--- config.mk ---
export PLATFORM = sky130hd
export DESIGN_NAME = uart_packet_rx
export DESIGN_NICKNAME = d
export VERILOG_FILES = /design/src/rtl/uart_packet_rx.sv
export SDC_FILE = /design/constraint.sdc
export NUM_CORES = 1
export LEC_CHECK = 0
export CORE_UTILIZATION = 45
export CTS_CLUSTER_SIZE = 30
export DETAILED_ROUTE_END_ITERATION = 16
export PLACE_DENSITY = 0.75
export SLEW_MARGIN = 20
export SYNTH_ARGS = -nofsm -noshare
export SYNTH_HDL_FRONTEND = slang
export SYNTH_SLANG_ARGS = --single-unit
--- constraint.sdc ---
create_clock -name clock -period 3.4 [get_ports clock]
set_clock_uncertainty 0.15 [all_clocks]
set_input_delay 0.68 -clock clock [delete_from_list [all_inputs] [get_ports clock]]
set_output_delay 0.68 -clock clock [all_outputs]
set_load 0.01 [all_outputs]
--- src/rtl/uart_packet_rx.sv ---
// uart_packet_rx: drains bytes through the UART one-shot read handshake and parses
// SYNC/LEN/payload/CHK frames. Define PKT_TIMEOUT_EN to abandon stalled partial frames.
module uart_packet_rx #(
  parameter int unsigned MAX_LEN = 16,
  parameter logic [7:0]  SYNC    = 8'hA5
`ifdef PKT_TIMEOUT_EN
  , parameter int unsigned TIMEOUT = 100000
`endif
) (
  input  logic        clock,
  input  logic        reset,
  input  logic [10:0] rx_count,
  output logic        uart_read,
  input  logic [7:0]  uart_data,
  output logic [7:0]  out_data,
  output logic        out_valid,
  input  logic        out_ready,
  output logic        out_last,
  output logic        frame_err,
  output logic [1:0]  err_code,
  output logic [15:0] frame_count
);
  localparam int unsigned IW = $clog2(MAX_LEN + 1);
  localparam int unsigned AW = $clog2(MAX_LEN);
  localparam logic [7:0]  MAX_LEN_B = 8'(MAX_LEN);

  localparam logic [1:0] F_IDLE  = 2'd0;
  localparam logic [1:0] F_RD    = 2'd1;
  localparam logic [1:0] F_SMP   = 2'd2;
  localparam logic [2:0] P_HUNT  = 3'd0;
  localparam logic [2:0] P_LEN   = 3'd1;
  localparam logic [2:0] P_PAY   = 3'd2;
  localparam logic [2:0] P_CHK   = 3'd3;
  localparam logic [2:0] P_DRAIN = 3'd4;

  logic [1:0]    fst_q, fst_d, rd_cnt_q, rd_cnt_d;
  logic [2:0]    pst_q, pst_d;
  logic [7:0]    len_q, len_d, chk_q, chk_d;
  logic [IW-1:0] idx_q, idx_d, rd_idx_q, rd_idx_d, idx_inc, rd_inc;
  logic [7:0]    pay_q [MAX_LEN];
  logic [7:0]    pay_d [MAX_LEN];
  logic [7:0]    out_data_q, out_data_d;
  logic          out_valid_q, out_valid_d, out_last_q, out_last_d;
  logic          frame_err_q, frame_err_d;
  logic [1:0]    err_code_q, err_code_d;
  logic [15:0]   frame_count_q, frame_count_d;
  logic          byte_v;
`ifdef PKT_TIMEOUT_EN
  localparam int unsigned TW = $clog2(TIMEOUT + 1);
  logic [TW-1:0] tmo_q, tmo_d;
`endif

  // Fetch: 3 clocks of read, then sample; the idle state keeps read low between requests.
  always_comb begin
    fst_d    = fst_q;
    rd_cnt_d = rd_cnt_q;
    case (fst_q)
      F_IDLE: if ((rx_count != '0) && (pst_q != P_DRAIN)) begin
        fst_d    = F_RD;
        rd_cnt_d = '0;
      end
      F_RD: if (rd_cnt_q == 2'd2) fst_d = F_SMP;
            else rd_cnt_d = rd_cnt_q + 2'd1;
      F_SMP:   fst_d = F_IDLE;
      default: fst_d = F_IDLE;
    endcase
  end

  assign uart_read = (fst_q == F_RD);
  assign byte_v    = (fst_q == F_SMP);

  always_comb begin
    pst_d         = pst_q;
    len_d         = len_q;
    chk_d         = chk_q;
    idx_d         = idx_q;
    rd_idx_d      = rd_idx_q;
    pay_d         = pay_q;
    out_data_d    = out_data_q;
    out_valid_d   = out_valid_q;
    out_last_d    = out_last_q;
    frame_err_d   = 1'b0;
    err_code_d    = err_code_q;
    frame_count_d = frame_count_q;
    idx_inc       = idx_q + IW'(1);
    rd_inc        = rd_idx_q + IW'(1);
    case (pst_q)
      P_HUNT: if (byte_v && (uart_data == SYNC)) pst_d = P_LEN;
      P_LEN: if (byte_v) begin
        if ((uart_data != 8'd0) && (uart_data <= MAX_LEN_B)) begin
          len_d = uart_data;
          chk_d = uart_data;
          idx_d = '0;
          pst_d = P_PAY;
        end else begin
          frame_err_d = 1'b1;
          err_code_d  = 2'd1;
          pst_d       = P_HUNT;
        end
      end
      P_PAY: if (byte_v) begin
        pay_d[idx_q[AW-1:0]] = uart_data;
        chk_d = chk_q ^ uart_data;
        idx_d = idx_inc;
        if (8'(idx_inc) == len_q) pst_d = P_CHK;
      end
      P_CHK: if (byte_v) begin
        if (uart_data == chk_q) begin
          pst_d       = P_DRAIN;
          rd_idx_d    = '0;
          out_valid_d = 1'b1;
          out_data_d  = pay_q[0];
          out_last_d  = (len_q == 8'd1);
        end else begin
          frame_err_d = 1'b1;
          err_code_d  = 2'd2;
          pst_d       = P_HUNT;
        end
      end
      // out_valid_q is high for the whole drain, so ready alone completes a transfer.
      P_DRAIN: if (out_ready) begin
        if (out_last_q) begin
          out_valid_d   = 1'b0;
          out_last_d    = 1'b0;
          frame_count_d = frame_count_q + 16'd1;
          pst_d         = P_HUNT;
        end else begin
          rd_idx_d   = rd_inc;
          out_data_d = pay_q[rd_inc[AW-1:0]];
          out_last_d = (8'(rd_inc) == (len_q - 8'd1));
        end
      end
      default: pst_d = P_HUNT;
    endcase
`ifdef PKT_TIMEOUT_EN
    // A byte sampled this cycle clears the counter and so takes priority over expiry.
    tmo_d = '0;
    if (!byte_v && ((pst_q == P_LEN) || (pst_q == P_PAY) || (pst_q == P_CHK))) begin
      if (tmo_q == TW'(TIMEOUT - 1)) begin
        frame_err_d = 1'b1;
        err_code_d  = 2'd3;
        pst_d       = P_HUNT;
      end else begin
        tmo_d = tmo_q + TW'(1);
      end
    end
`endif
  end

  always_ff @(posedge clock) begin
    if (reset) begin
      fst_q         <= F_IDLE;
      rd_cnt_q      <= '0;
      pst_q         <= P_HUNT;
      len_q         <= '0;
      chk_q         <= '0;
      idx_q         <= '0;
      rd_idx_q      <= '0;
      out_data_q    <= '0;
      out_valid_q   <= 1'b0;
      out_last_q    <= 1'b0;
      frame_err_q   <= 1'b0;
      err_code_q    <= '0;
      frame_count_q <= '0;
`ifdef PKT_TIMEOUT_EN
      tmo_q         <= '0;
`endif
    end else begin
      fst_q         <= fst_d;
      rd_cnt_q      <= rd_cnt_d;
      pst_q         <= pst_d;
      len_q         <= len_d;
      chk_q         <= chk_d;
      idx_q         <= idx_d;
      rd_idx_q      <= rd_idx_d;
      out_data_q    <= out_data_d;
      out_valid_q   <= out_valid_d;
      out_last_q    <= out_last_d;
      frame_err_q   <= frame_err_d;
      err_code_q    <= err_code_d;
      frame_count_q <= frame_count_d;
`ifdef PKT_TIMEOUT_EN
      tmo_q         <= tmo_d;
`endif
    end
  end

  always_ff @(posedge clock) begin
    pay_q <= pay_d;
  end

  assign out_data    = out_data_q;
  assign out_valid   = out_valid_q;
  assign out_last    = out_last_q;
  assign frame_err   = frame_err_q;
  assign err_code    = err_code_q;
  assign frame_count = frame_count_q;
endmodule

==> qor.json, run 1 <==
{
  "power": {
    "netSwitchingPower_mw": 1.01,
    "clockPowerShare_pct": 42.7,
    "internal_power_mw": 3.48,
    "cellLeakagePower_nw": 3.11,
    "comb_power_share_pct": 2.5,
    "power.ir.vdd_worst_v": 0.000368,
    "switching_share_pct": 22.5,
    "seq_power_share_pct": 54.8,
    "finalPower_mw": 4.49,
    "power_per_cell_area_nw_per_um2": 459
  },
  "clock_tree": {
    "cts_tree": "yes",
    "cts_root_buffer_type": "sky130_fd_sc_hd__clkbuf_16",
    "ctsHoldBuffers": 0,
    "cts_buffer_depth": 2,
    "post_cts_buffers": 0,
    "worstSkewPairLatency_ns": 0.44,
    "postCtsResizedCells": 0,
    "ctsHtreeMaxLevel": 4,
    "tritoncts_num_sinks": 190,
    "cts.reportedPaths.clkPinSlew_ns": 0.07,
    "cts-buffers-inserted": 17
  },
  "synth": {
    "ys.warnings.count": 0,
    "yosys-mux-area-fraction_pct": 11.5,
    "synth-simple-area-share_pct": 12.6,
    "post_synth_top_area_cell": "sky130_fd_sc_hd__edfxtp_1",
    "number_of_enable_type_register_cells_in_the_synthesized_netlist": 128,
    "synth_xor_xnor_area_share_pct": 4.10,
    "synth.most_common_cell": "sky130_fd_sc_hd__edfxtp_1",
    "asyncSetResetFlopFracSynth_pct": 0,
    "syn_area_um2": 8330,
    "post_synth.cell_area_avg_um2": 13.4,
    "synth_compound_area_share_pct": 6.97,
    "largest_family_of_logic_cells_by_synthesized_area": "simple AND/OR/NAND/NOR gates",
    "synth_top_cells_by_count": "128 x sky130_fd_sc_hd__edfxtp_1, 62 x sky130_fd_sc_hd__dfxtp_1, 53 x sky130_fd_sc_hd__nor2_1",
    "synth_seq_area_share_pct": 61.0,
    "synth-seq-cells": 190,
    "syn_inst": 623,
    "synth_top_cell_area_share_pct": 46.1,
    "cell_types_with_the_largest_area_share_after_synthesis": "sky130_fd_sc_hd__edfxtp_1 46%, sky130_fd_sc_hd__dfxtp_1 15%, sky130_fd_sc_hd__mux4_2 8.6%",
    "synth_top_flop_cell": "sky130_fd_sc_hd__edfxtp_1",
    "synth_area_in_adders_pct": 1.35,
    "synth_cell_types": 54,
    "synthesis.nets": 654
  },
  "placement": {
    "io_buffers": 51,
    "place.gp.congestion": 0.860,
    "place.detailed.hpwl_um": 13000,
    "placement.cell_area_um2": 9210
  },
  "detailed_routing": {
    "wl_cell_um": 20.3,
    "post_drt_via_cell_ratio": 5.88,
    "drt_wl_total_um": 18900,
    "antenna_violating_nets_post_route": 0,
    "drt-initial-drc-count": 486,
    "detail_route.drc_violations": 0,
    "vias": 5479,
    "drt-pass1-iter-count": 5
  },
  "grt": {
    "gr-usage-all-layers_pct": 20.5,
    "grt_pass1_wl_um": 29900,
    "global_route.overflow_total": 0,
    "grt_start_max_net_pins": 38,
    "grt_antenna_before_repair": 0,
    "grt_pass1_vias": 5505
  },
  "finish": {
    "syn2layout_area_growth_pct": 17.4,
    "design_area_final_um2": 9780,
    "fin_util_pct": 54.3,
    "fraction_of_layout_cells_with_a_size_suffix_above_1_pct": 16.8,
    "final_net_count": 721,
    "antenna_cells": 0
  },
  "floorplan": {
    "placementRows": 49,
    "die_w_um": 138,
    "design.portCount": 52,
    "die_area_um2": 19100,
    "core_um2": 18000,
    "die_height_um": 138,
    "initial_utilization_pct": 46.2
  },
  "sta": {
    "fin_crit_sh_pct": 82.8,
    "tns_ns": 0,
    "timing_max_transition_violations_final": 0,
    "rsz0062_at_grt": "false",
    "fmax_ghz": 0.355,
    "slew_headroom_pct": 42.1,
    "finalHoldViolations": 0,
    "period_needed_ns": 2.81,
    "setup_viol": 0,
    "tightest_slew_ns": 0.865
  },
  "worst_setup_path": {
    "crit_chain": "or3b_2 -> nor2_1 -> nand2_1 -> nor2_1",
    "worstPathMaxFanout": 11,
    "cp-start-kind": "register",
    "reg2reg_depth": 4,
    "r2r_slack_ns": 0.59,
    "worstSetupPathType": "register to register",
    "slowest_delay_ns": 0.70,
    "critical_path.slowest_cell": "sky130_fd_sc_hd__nor2_1",
    "endpoint_kind": "register",
    "critical_path_required_ns": 3.31,
    "cp_data_arrival_time_ns": 2.73,
    "cell_with_the_most_instances_on_the_worst_path": "sky130_fd_sc_hd__nor2_1"
  },
  "min_path": {
    "timing.hold.worst.class": "register to register",
    "timing.hold.worst_path_depth": 2
  },
  "status": {
    "run_status": "completed"
  },
  "job": {
    "max_cap_viol_count": 0
  }
}
-- sequential cells by signal (all words and copies together) (netlist names) --
name,cells
rd_idx_q,5
err_code,2
pst_q,3
chk_q,8
len_q,8
out_last,1
out_data,8
idx_q,5
frame_count,16
pay_q,128
frame_err,1
fst_q,2
rd_cnt_q,2
out_valid,1
-- power by group through the flow --
stage / logic [mW] / registers [mW] / clock network (mW)
global placement: 0.104 / 2.52 / 0
floorplan: 0.0334 / 2.52 / 0
global route: 0.119 / 2.46 / 2.05
detailed placement: 0.111 / 2.52 / 0
CTS: 0.111 / 2.46 / 1.95
finish: 0.111 / 2.46 / 1.92
-- through the flow --
| step | hold WS, ns | cells | setup WS (ns) |
|---|---|---|---|
| after floorplan | 0.307 | 623 | 0.747 |
| after global placement | 0.316 | 900 | 0.408 |
| after detailed placement | 0.333 | 900 | 0.378 |
| after CTS | 0.344 | 932 | 0.604 |
| after global routing | 0.375 | 932 | 0.461 |
| final | 0.351 | 932 | 0.586 |
-- cell type report --
cell class                 instances  area (um2)
inverter                          12        45.0
clock inverter                    15         148
clock buffer                      17         425
sequential                       190        5090
multi-input combinational        388        3050
fill                            1461        8240
timing repair buffer              81         743
tap                              229         287
-- final timing paths --
path               start           to
max             pst_q[1]    pay_q[17]
min          rd_idx_q[1]  rd_idx_q[1]
max reg2reg     pst_q[1]    pay_q[17]
min reg2reg  rd_idx_q[1]  rd_idx_q[1]
-- worst max-delay path, delay by kind of cell, from the launching register on --
| family | cells | cell delay (ns) |
|---|---|---|
| flops | 1 | 0.54 |
| simple gates | 4 | 1.75 |
-- layer usage --
| layer | vias to the layer above | track usage, % | share of wire (%) |
|---|---|---|---|
| li1 | 2536 | - | - |
| met1 | 2749 | 26.5 | 43 |
| met3 | 31 | 4.36 | 5.1 |
| met2 | 163 | 34.2 | 50 |
| met5 | - | 0 | 0 |
| met4 | 0 | 7.23 | 1.8 |
-- layout by cell type, fill, tap and decap left out, types with 3 or more instances in the layout --
| cell | n |
|---|---|
| sky130_fd_sc_hd__a221oi_1 | 7 |
| sky130_fd_sc_hd__nand2b_1 | 6 |
| sky130_fd_sc_hd__a21oi_1 | 27 |
| sky130_fd_sc_hd__mux2_2 | 8 |
| sky130_fd_sc_hd__clkdlybuf4s50_1 | 50 |
| sky130_fd_sc_hd__a311oi_1 | 5 |
| sky130_fd_sc_hd__nand2_1 | 26 |
| sky130_fd_sc_hd__mux2i_1 | 15 |
| sky130_fd_sc_hd__nor2_1 | 53 |
| sky130_fd_sc_hd__o211ai_1 | 5 |
| sky130_fd_sc_hd__inv_6 | 7 |
| sky130_fd_sc_hd__edfxtp_1 | 128 |
| sky130_fd_sc_hd__xnor2_1 | 25 |
| sky130_fd_sc_hd__and2_1 | 5 |
| sky130_fd_sc_hd__nor4_1 | 11 |
| sky130_fd_sc_hd__mux4_2 | 32 |
| sky130_fd_sc_hd__nand4_1 | 9 |
| sky130_fd_sc_hd__xor2_1 | 14 |
| sky130_fd_sc_hd__a211oi_1 | 10 |
| sky130_fd_sc_hd__nor3b_1 | 5 |
| sky130_fd_sc_hd__or3_1 | 8 |
| sky130_fd_sc_hd__o31ai_1 | 3 |
| sky130_fd_sc_hd__buf_4 | 29 |
| sky130_fd_sc_hd__nand3b_1 | 6 |
| sky130_fd_sc_hd__o21ai_0 | 18 |
| sky130_fd_sc_hd__inv_1 | 12 |
| sky130_fd_sc_hd__inv_8 | 3 |
| sky130_fd_sc_hd__clkbuf_16 | 17 |
| sky130_fd_sc_hd__nand3_1 | 20 |
| sky130_fd_sc_hd__ha_1 | 9 |
| sky130_fd_sc_hd__nor3_1 | 31 |
| sky130_fd_sc_hd__dfxtp_1 | 61 |
-- kinds of logic (layout without fill, tap and decap cells) --
logic type      after synthesis  count (layout)
simple gates                197             197
flops                       190             190
fa+ha+maj                     9               9
mux                          55              55
buf+inv                      45             125
xor+xnor                     39              39
compound gates               88              88
No activity file was read; power rests on OpenSTA's default activity.
==> run 2, diff against run 1 <==
PLACE_DENSITY = 0.78   (was 0.75)
clock period = 2.36 ns   (was 3.4 ns; I/O delays follow)
==> qor.json, run 2 (synthesis gave the netlist of run 1 again) <==
{
  "grt": {
    "grt_pass1_vias": 5820,
    "gr-usage-all-layers_pct": 21.1,
    "grt_antenna_before_repair": 0,
    "global_route.overflow_total": 0,
    "grt_pass1_wl_um": 31000,
    "grt_start_max_net_pins": 39
  },
  "status": {
    "run_status": "completed"
  },
  "power": {
    "seq_power_share_pct": 53.1,
    "clockPowerShare_pct": 44.2,
    "internal_power_mw": 5.24,
    "netSwitchingPower_mw": 1.44,
    "power_per_cell_area_nw_per_um2": 651,
    "comb_power_share_pct": 2.7,
    "power.ir.vdd_worst_v": 0.000433,
    "cellLeakagePower_nw": 3.40,
    "switching_share_pct": 21.6,
    "finalPower_mw": 6.69
  },
  "clock_tree": {
    "cts.reportedPaths.clkPinSlew_ns": 0.07,
    "ctsHtreeMaxLevel": 4,
    "cts-buffers-inserted": 17,
    "tritoncts_num_sinks": 190,
    "ctsHoldBuffers": 0,
    "cts_buffer_depth": 2,
    "cts_tree": "yes",
    "post_cts_buffers": 0,
    "cts_root_buffer_type": "sky130_fd_sc_hd__clkbuf_16",
    "worstSkewPairLatency_ns": 0.43,
    "postCtsResizedCells": 0
  },
  "sta": {
    "tightest_slew_ns": 0.504,
    "period_needed_ns": 2.34,
    "fin_crit_sh_pct": 99.0,
    "finalHoldViolations": 0,
    "timing_max_transition_violations_final": 0,
    "timing.final.ws_setup_ns": 0.0244,
    "fmax_ghz": 0.428,
    "setup_viol": 0,
    "slew_headroom_pct": 66.4
  },
  "placement": {
    "place_ws_ns": -0.421,
    "placement.cell_area_um2": 9570,
    "place.detailed.hpwl_um": 13500,
    "place.gp.congestion": 0.891,
    "io_buffers": 51
  },
  "floorplan": {
    "die_height_um": 138,
    "die_w_um": 138,
    "design.portCount": 52,
    "core_um2": 18000,
    "placementRows": 49,
    "die_area_um2": 19100,
    "initial_utilization_pct": 46.2
  },
  "worst_setup_path": {
    "cp-start-kind": "register",
    "crit_chain": "ha_2 -> buf_4 -> mux4_2 -> mux2i_1 -> nor3_1 -> a221oi_1 -> a211oi_1",
    "critical_path_required_ns": 2.52,
    "cp_data_arrival_time_ns": 2.50,
    "worstSetupPathType": "register to register",
    "reg2reg_depth": 7,
    "worstPathMaxFanout": 14,
    "slowest_delay_ns": 0.38,
    "critical-path-top-delay-family": "multiplexers",
    "crit_buf_inv": 1,
    "endpoint_kind": "register",
    "critical_path.slowest_cell": "sky130_fd_sc_hd__ha_2",
    "worst-path-stages": 7
  },
  "min_path": {
    "timing.hold.worst.class": "register to register",
    "timing.hold.worst_path_depth": 2
  },
  "detailed_routing": {
    "vias": 5676,
    "detail_route.drc_violations": 0,
    "drt-pass1-iter-count": 5,
    "drt-initial-drc-count": 599,
    "drt_wl_total_um": 20000,
    "wl_cell_um": 20.5,
    "post_drt_via_cell_ratio": 5.82,
    "antenna_violating_nets_post_route": 0
  },
  "finish": {
    "design_area_final_um2": 10300,
    "largest_register_ffs": 128,
    "final_net_count": 764,
    "antenna_cells": 0,
    "fraction_of_layout_cells_with_a_size_suffix_above_1_pct": 23.1,
    "leading_cell_type_in_the_layout_fill_and_taps_excluded": "sky130_fd_sc_hd__edfxtp_1",
    "layout.cells.most_common_list": "128 x sky130_fd_sc_hd__edfxtp_1, 69 x sky130_fd_sc_hd__buf_4, 61 x sky130_fd_sc_hd__dfxtp_1",
    "largest-register": "pay_q",
    "syn2layout_area_growth_pct": 23.3
  },
  "job": {
    "max_cap_viol_count": 0
  }
}
[run 2: cell types whose count changed in the layout (fill, tap and decap cells not counted), moves of 3 or more]
cell                     change
sky130_fd_sc_hd__buf_4      +40
sky130_fd_sc_hd__inv_6       -5
sky130_fd_sc_hd__nor3_1      -3
sky130_fd_sc_hd__nor3_2      +3
[run 2: final timing paths]
check	slack [ns]	endpoint	start
worst min-delay path	0.35	out_valid	out_valid
worst max-delay path	0.02	out_data[2]	rd_idx_q[0]
worst max register to register	0.02	out_data[2]	rd_idx_q[0]
worst min register to register	0.35	out_valid	out_valid
[run 2: stage by stage]
step	utilization, %	hold WS, ns	instances	TNS, ns
2_1_floorplan	-	0.307	623	-6.34
3_3_place_gp	53.1	0.315	942	-9.94
3_5_place_dp	53.1	0.340	942	-12.57
4_1_cts	56.5	0.349	974	0
5_1_grt	57.0	0.381	975	-0.0260
6_report	57.0	0.353	975	0
[run 2: layout make-up]
class	count	area (um2)
sequential	190	5090
fill	1396	7750
tap	229	287
clock buffer	17	425
clock inverter	15	196
timing repair buffer	124	1110
inverter	12	45.0
multi-input combinational	388	3130
[run 2: layer usage]
| metal | vias to the layer above | global-route usage (%) | part of all wire, % |
|---|---|---|---|
| li1 | 2602 | - | - |
| met1 | 2847 | 25.9 | 41 |
| met2 | 186 | 35.9 | 51 |
| met3 | 41 | 4.68 | 5.2 |
| met4 | 0 | 8.79 | 2.9 |
| met5 | - | 0 | 0 |
[run 2: power groups by stage]
stage / Clock, mW / Combinational (mW) / Sequential, mW
floorplan: 0 / 0.0482 / 3.63
global placement: 0 / 0.166 / 3.62
detailed placement: 0 / 0.176 / 3.63
CTS: 2.99 / 0.176 / 3.55
global route: 3.12 / 0.192 / 3.55
finish: 2.96 / 0.180 / 3.55
[run 2: worst register-to-register path, cell delays in order (launching register included)]
cell and delay, ns:
sky130_fd_sc_hd__dfxtp_2 0.37, sky130_fd_sc_hd__ha_2 0.38, sky130_fd_sc_hd__buf_4 0.26, sky130_fd_sc_hd__mux4_2 0.34, sky130_fd_sc_hd__mux2i_1 0.20, sky130_fd_sc_hd__nor3_1 0.07
sky130_fd_sc_hd__a221oi_1 0.32, sky130_fd_sc_hd__a211oi_1 0.13
